--- config.mk ---
export PLATFORM = sky130hd
export DESIGN_NAME = bp_lce_cache_pkt_arb
export DESIGN_NICKNAME = d
export VERILOG_FILES = /design/src/rtl/bp_lce_cache_pkt_arb_pkg.sv /design/src/rtl/bp_lce_arb_starve_cnt.sv /design/src/rtl/bp_lce_cache_pkt_arb.sv
export SDC_FILE = /design/constraint.sdc
export NUM_CORES = 1
export LEC_CHECK = 0
export BUFFER_PORTS_ARGS = -buffer_cell sky130_fd_sc_hd__buf_4
export CORE_MARGIN = 3
export CORE_UTILIZATION = 42
export CTS_BUF_LIST = sky130_fd_sc_hd__clkbuf_4
export CTS_CLUSTER_SIZE = 30
export DETAILED_ROUTE_END_ITERATION = 16
export PLACE_DENSITY = 0.88
export SYNTH_ARGS = -nofsm -noshare
export SYNTH_HDL_FRONTEND = slang
export SYNTH_SLANG_ARGS = --single-unit
--- constraint.sdc ---
create_clock -name clk_i -period 4.2 [get_ports clk_i]
set_input_delay 0.42 -clock clk_i [delete_from_list [all_inputs] [get_ports clk_i]]
set_output_delay 0.42 -clock clk_i [all_outputs]
set_load 0.1 [all_outputs]
--- src/rtl/bp_lce_cache_pkt_arb_pkg.sv ---
// Shared types for the LCE cache packet arbiter: lock states and one-hot grant owner.
package bp_lce_cache_pkt_arb_pkg;

    typedef enum logic [1:0] {
        e_idle      = 2'd0,
        e_lock_fill = 2'd1,
        e_lock_cmd  = 2'd2
    } bp_lce_arb_state_e;

    // One-hot {cmd, fill}; matches the owner_o bit layout.
    typedef enum logic [1:0] {
        e_owner_none = 2'b00,
        e_owner_fill = 2'b01,
        e_owner_cmd  = 2'b10
    } bp_lce_arb_owner_e;

    localparam int starve_cnt_width_lp = 8;

endpackage

--- src/rtl/bp_lce_arb_starve_cnt.sv ---
// Saturating clear/up counter tracking how long Command has waited behind Fill.
module bp_lce_arb_starve_cnt #(
    parameter int width_p = 8,
    parameter int limit_p = 15
) (
    input  logic clk_i,
    input  logic reset_n_i,
    input  logic clear_i,
    input  logic up_i,
    output logic at_limit_o
);

    localparam logic [width_p-1:0] limit_lp = width_p'(limit_p);

    logic [width_p-1:0] count_r;

    // Clear wins over increment; the count holds once it reaches the limit.
    always_ff @(posedge clk_i or negedge reset_n_i) begin
        if (!reset_n_i) begin
            count_r <= '0;
        end else if (clear_i) begin
            count_r <= '0;
        end else if (up_i && (count_r != limit_lp)) begin
            count_r <= count_r + 1'b1;
        end
    end

    assign at_limit_o = (count_r == limit_lp);

endmodule

--- src/rtl/bp_lce_cache_pkt_arb.sv ---
// Transaction-atomic arbiter of the cache tag/data mem packet ports between LCE Fill and Command.
//   state       | meaning
//   e_idle      | no lock; arbitrate every cycle, grant not held unless a non-last packet is taken
//   e_lock_fill | Fill owns both channels until it retires a last packet
//   e_lock_cmd  | Command owns both channels until it retires a last packet
module bp_lce_cache_pkt_arb
    import bp_lce_cache_pkt_arb_pkg::*;
#(
    parameter int tag_pkt_width_p  = 8,
    parameter int data_pkt_width_p = 16,
    parameter int starve_limit_p   = 15
) (
    input  logic                        clk_i,
    input  logic                        reset_n_i,

    input  logic                        fill_tag_pkt_v_i,
    input  logic [tag_pkt_width_p-1:0]  fill_tag_pkt_i,
    input  logic                        fill_tag_last_i,
    output logic                        fill_tag_pkt_yumi_o,
    input  logic                        fill_data_pkt_v_i,
    input  logic [data_pkt_width_p-1:0] fill_data_pkt_i,
    input  logic                        fill_data_last_i,
    output logic                        fill_data_pkt_yumi_o,

    input  logic                        cmd_tag_pkt_v_i,
    input  logic [tag_pkt_width_p-1:0]  cmd_tag_pkt_i,
    input  logic                        cmd_tag_last_i,
    output logic                        cmd_tag_pkt_yumi_o,
    input  logic                        cmd_data_pkt_v_i,
    input  logic [data_pkt_width_p-1:0] cmd_data_pkt_i,
    input  logic                        cmd_data_last_i,
    output logic                        cmd_data_pkt_yumi_o,

    output logic                        tag_mem_pkt_v_o,
    output logic [tag_pkt_width_p-1:0]  tag_mem_pkt_o,
    input  logic                        tag_mem_pkt_yumi_i,
    output logic                        data_mem_pkt_v_o,
    output logic [data_pkt_width_p-1:0] data_mem_pkt_o,
    input  logic                        data_mem_pkt_yumi_i,

    output logic                        busy_o,
    output logic [1:0]                  owner_o
);

    bp_lce_arb_state_e state_r;
    bp_lce_arb_owner_e owner;
    logic fill_req, cmd_req, starve_at_limit;
    logic tag_last, data_last, tag_accept, data_accept, any_accept, last_accept;

    assign fill_req = fill_tag_pkt_v_i | fill_data_pkt_v_i;
    assign cmd_req  = cmd_tag_pkt_v_i  | cmd_data_pkt_v_i;

    // Reset gates the grant itself so every output drops asynchronously.
    always_comb begin
        owner = e_owner_none;
        unique case (state_r)
            e_idle: begin
                if (cmd_req && (!fill_req || starve_at_limit)) owner = e_owner_cmd;
                else if (fill_req)                             owner = e_owner_fill;
            end
            e_lock_fill: owner = e_owner_fill;
            e_lock_cmd:  owner = e_owner_cmd;
            default:     owner = e_owner_none;
        endcase
        if (!reset_n_i) owner = e_owner_none;
    end

    always_comb begin
        tag_mem_pkt_v_o  = 1'b0;
        tag_mem_pkt_o    = '0;
        tag_last         = 1'b0;
        data_mem_pkt_v_o = 1'b0;
        data_mem_pkt_o   = '0;
        data_last        = 1'b0;
        unique case (owner)
            e_owner_fill: begin
                tag_mem_pkt_v_o  = fill_tag_pkt_v_i;
                tag_mem_pkt_o    = fill_tag_pkt_i;
                tag_last         = fill_tag_last_i;
                data_mem_pkt_v_o = fill_data_pkt_v_i;
                data_mem_pkt_o   = fill_data_pkt_i;
                data_last        = fill_data_last_i;
            end
            e_owner_cmd: begin
                tag_mem_pkt_v_o  = cmd_tag_pkt_v_i;
                tag_mem_pkt_o    = cmd_tag_pkt_i;
                tag_last         = cmd_tag_last_i;
                data_mem_pkt_v_o = cmd_data_pkt_v_i;
                data_mem_pkt_o   = cmd_data_pkt_i;
                data_last        = cmd_data_last_i;
            end
            default: ;
        endcase
    end

    assign tag_accept  = tag_mem_pkt_v_o  & tag_mem_pkt_yumi_i;
    assign data_accept = data_mem_pkt_v_o & data_mem_pkt_yumi_i;
    assign any_accept  = tag_accept | data_accept;
    assign last_accept = (tag_accept & tag_last) | (data_accept & data_last);

    assign fill_tag_pkt_yumi_o  = (owner == e_owner_fill) & tag_accept;
    assign fill_data_pkt_yumi_o = (owner == e_owner_fill) & data_accept;
    assign cmd_tag_pkt_yumi_o   = (owner == e_owner_cmd)  & tag_accept;
    assign cmd_data_pkt_yumi_o  = (owner == e_owner_cmd)  & data_accept;

    always_ff @(posedge clk_i or negedge reset_n_i) begin
        if (!reset_n_i) begin
            state_r <= e_idle;
        end else begin
            unique case (state_r)
                e_idle: begin
                    if (any_accept && !last_accept)
                        state_r <= (owner == e_owner_cmd) ? e_lock_cmd : e_lock_fill;
                end
                e_lock_fill, e_lock_cmd: begin
                    if (last_accept) state_r <= e_idle;
                end
                default: state_r <= e_idle;
            endcase
        end
    end

    assign busy_o  = (state_r != e_idle);
    assign owner_o = owner;

    bp_lce_arb_starve_cnt #(
        .width_p (starve_cnt_width_lp),
        .limit_p (starve_limit_p)
    ) starve_cnt (
        .clk_i      (clk_i),
        .reset_n_i  (reset_n_i),
        .clear_i    (cmd_tag_pkt_yumi_o | cmd_data_pkt_yumi_o),
        .up_i       (cmd_req & (owner == e_owner_fill)),
        .at_limit_o (starve_at_limit)
    );

endmodule
==> impl_metrics.csv <==
group,metric,value,unit
clock_tree,post_cts_buffers,0,
placement,port_buffers,92,
global_routing,grt_overflow,0,
finish,synthToLayoutAreaGrowth,70.83,%
critical_path,cp-start-kind,"register",
global_routing,antenna_found_initial,0,
floorplan,fp.dieW,56.74,um
sta,period_share,0.8602,
drt,wl,4.179,mm
floorplan,dieHeight,56.74,um
min_path,min_path_type,"in2async",
pwr,seqPwrFrac,0.141,
clock_tree,cts_made_buffers,3,
finish,drive_above_1_share,0.5463,
synth,yosysUniqueCellTypes,39,
sta,clock_skew,0.007398,ns
critical_path,ff2ff_path_depth,10,
floorplan,core-area,2318,sq um
drt,dr.pass1.iters,4,
synth,synth_nets,201,
clock_tree,clk_latency,0.27,ns
sta,setup-violations-final,0,
clock_tree,cts-root-buf,"clkbuf_4",
pwr,peakVddDrop,0.6570,mV
sta,hold_violations,0,
global_routing,grt_max_degree,29,
critical_path,crit_arrival,3.19,ns
finish,nNetsFinal,292,
pwr,switchingPower,698.2,uW
run,cap_violations,0,
clock_tree,clk_path_buf_depth,2,
critical_path,rrSetupSlack,0.78,ns
clock_tree,clock_sinks,10,
critical_path,cp_num_buf_inv,2,
critical_path,rr_startpoint,"starve_cnt.count_r[5]",
placement,post-place-ws,0.8420,ns
critical_path,crit_fanout,17,
critical_path,worst_path_most_repeated_cell,"buf_4",
critical_path,worst-setup-path-type,"reg2out",
sta,rsz0062_at_grt,"no",
pwr,leakagePower,0.0008998,uW
synth,syn-cell-area,1081,sq um
floorplan,pin_count,93,
critical_path,r2r-end,"state_r[0]",
pwr,power,1109,uW
drt,drt-initial-drc-count,51,
sta,min_period,3.613,ns
drt,wl_per_cell,16.39,um
floorplan,start_util,0.4663,
pwr,power_switching_share,0.6297,
placement,detailed_place_hpwl,3.461,mm
sta,max_slew_margin,0.6132,
sta,worst_pin_slew,0.5749,ns
sta,finalMaxSlewViolations,0,
global_routing,gr-usage-all-layers,0.2597,
drt,viasPerCell,5.365,
global_routing,first_global_vias,1380,
sta,worst_slack,0.5872,ns
synth,avgSynthCellArea,7.891,sq um
clock_tree,cts_tree,"done",
finish,n_antenna_cell,0,
pwr,pwr-share-clk,0.061,
synth,ys_warn_count,0,
critical_path,path_cells,"nor4_1, a21oi_1, o22ai_1, and2_1, ha_1, buf_4, nor2_4, and3_2, buf_4",
drt,drc,0,
clock_tree,cts_max_level,1,
critical_path,critical-path-top-delay-family,"simple AND/OR/NAND/NOR gates",
finish,n_fill_cell,173,
run_status,status,"complete, no violations",
critical_path,cp-end-kind,"output pin",
synth,yosys_register_bits,10,
placement,gp_congestion,0.8741,
critical_path,slowest_stage,"nor4_1",
synth,synth_cells,137,
drt,ant_nets,0,
floorplan,dieArea,3219,sq um
pwr,comb_power_share,0.798,
pwr,p_int,410.6,uW
critical_path,slowest_delay,0.56,ns
critical_path,worst_ep_required_time,3.78,ns
pwr,p_per_area,600.4,nW/um^2
global_routing,grt_pass1_wl,6.672,mm
drt,num_vias,1368,
sta,max_freq,276.8,MHz
synth,yosysSeqAreaShare,0.2315,
floorplan,fp-row-count,17,
clock_tree,clkSlewWorstSetupHoldPaths,0.07,ns
routing by layer:
layer  vias to the layer above  global-route usage  share of wire
li1                        678                   -              -
met3                         2             0.05977          0.063
met4                         0             0.02980         0.0036
met5                         -                   0              0
met2                        56              0.4868           0.55
met1                       632              0.3060           0.38
layout by cell type, fill, tap and decap left out, drive strengths merged:
cell type	Yosys	layout
nand2	5	5
o211ai	2	2
a21boi	2	2
o2111a	1	1
xor2	5	5
clkinv	0	1
nand4	2	2
nor2	36	36
nor4b	1	1
nor3b	1	1
nand3	1	1
ha	4	4
dfrtp	10	10
or4b	1	1
mux2i	3	3
nor2b	1	1
dlygate4sd3	0	1
clkbuf	8	3
a22o	1	1
and2	3	3
or2b	2	2
o21a	1	1
and4	1	1
o22ai	1	1
xnor2	2	2
a22oi	27	27
a21oi	2	2
nor4	1	1
o21ai	1	1
and3	4	4
inv	4	4
buf	2	95
o22a	1	1
o221ai	1	1
power groups by stage:
| stage | Sequential (uW) | Combinational (uW) | Clock, uW |
|---|---|---|---|
| final | 157 | 884 | 67.6 |
| after global routing | 161 | 934 | 75.4 |
| after CTS | 154 | 884 | 69.1 |
| after detailed placement | 156 | 880 | 0 |
| after global placement | 153 | 858 | 0 |
| after floorplan | 149 | 697 | 0 |
sequential cells by signal, summed over array words and instances, names as in the netlist:
signal,cells
starve_cnt.count_r,8
state_r,2
worst register-to-register path, cell delays in order, from the launching register on:
cell and delay, ns:
dfrtp_1 0.42, nor4_1 0.56, a21oi_1 0.17, o22ai_1 0.22, and2_1 0.19, ha_1 0.43, buf_4 0.36, nor4b_1 0.10
or4b_1 0.55, o221ai_2 0.11, mux2i_1 0.22
cells in the mapped netlist:
cell type	count	area, sq um
buf_4	1	7.510
clkbuf_4	1	7.510
nor4_1	1	6.260
or2b_2	1	8.760
and2_2	2	15.01
a22oi_1	26	195.2
nand3_1	1	5.000
nor2b_2	1	8.760
o21a_1	1	7.510
and2_1	1	6.260
dfrtp_1	10	250.2
clkbuf_1	6	22.52
a22oi_2	1	12.51
a21boi_0	1	7.510
a21oi_1	2	10.01
nand2_1	5	18.77
or2b_1	1	7.510
a21boi_2	1	11.26
o211ai_1	2	15.01
a22o_2	1	10.01
nor4b_1	1	8.760
nor2_1	36	135.1
xor2_1	5	43.79
and4_1	1	8.760
nand4_1	2	12.51
and3_1	4	25.02
o22a_2	1	10.01
o21ai_1	1	5.000
o221ai_2	1	15.01
buf_6	1	11.26
o22ai_1	1	6.260
or4b_1	1	10.01
nor3b_4	1	18.77
ha_1	4	50.05
mux2i_1	3	30.03
xnor2_1	2	17.52
inv_1	4	15.01
clkbuf_8	1	13.76
o2111a_1	1	11.26
per-stage QoR:
step | utilization | hold slack, ns | std cells | TNS, ns | cell area, sq um
final | 0.7965 | 0.5262 | 255 | 0 | 1847
after global routing | 0.7965 | 0.5427 | 255 | 0 | 1847
after CTS | 0.7965 | 0.5266 | 255 | 0 | 1847
after detailed placement | 0.7809 | 0.2666 | 250 | 0 | 1810
after global placement | 0.7809 | 0.2599 | 250 | 0 | 1810
after floorplan | - | 0.1244 | 137 | -2.127 | 1125
repair_timing:
| item | CTS | global route |
|---|---|---|
| hold endpoints to repair | 10 | 0 |
| resized for setup | 0 | 0 |
| hold buffers | 1 | 0 |
worst max path at each step:
stage / start / endpoint / slack [ns] / depth (start not counted)
4_1_cts: starve_cnt.count_r[5] / fill_data_pkt_yumi_o / 0.65 / 9
2_1_floorplan: starve_cnt.count_r[5] / data_mem_pkt_o[0] / -0.27 / 8
3_5_place_dp: starve_cnt.count_r[5] / state_r[0] / 0.84 / 11
6_report: starve_cnt.count_r[5] / fill_data_pkt_yumi_o / 0.59 / 9
3_3_place_gp: starve_cnt.count_r[5] / state_r[0] / 1.04 / 11
5_1_grt: starve_cnt.count_r[4] / fill_data_pkt_yumi_o / 0.47 / 9
layout make-up:
type	count	area [sq um]	share of cell area
clock buffer	3	22.52	0.01220
clock inverter	1	3.754	0.002033
inverter	4	15.01	0.008130
multi-input combinational	113	797.0	0.4316
sequential	10	250.2	0.1355
tap	28	35.03	0.01897
timing repair buffer	96	723.2	0.3916
kinds of logic (layout without fill, tap and decap cells):
| logic type | after synthesis | in the layout | share of synthesized area |
|---|---|---|---|
| AOI/OAI and AO/OA | 40 | 40 | 0.2928 |
| xor gates and xnor gates | 7 | 7 | 0.05671 |
| adders and majority gates | 4 | 4 | 0.04630 |
| buffers and inverters | 14 | 104 | 0.07176 |
| DFF | 10 | 10 | 0.2315 |
| muxes | 3 | 3 | 0.02778 |
| and+or+nand+nor | 59 | 59 | 0.2732 |
(Power assumes the default switching activity.)
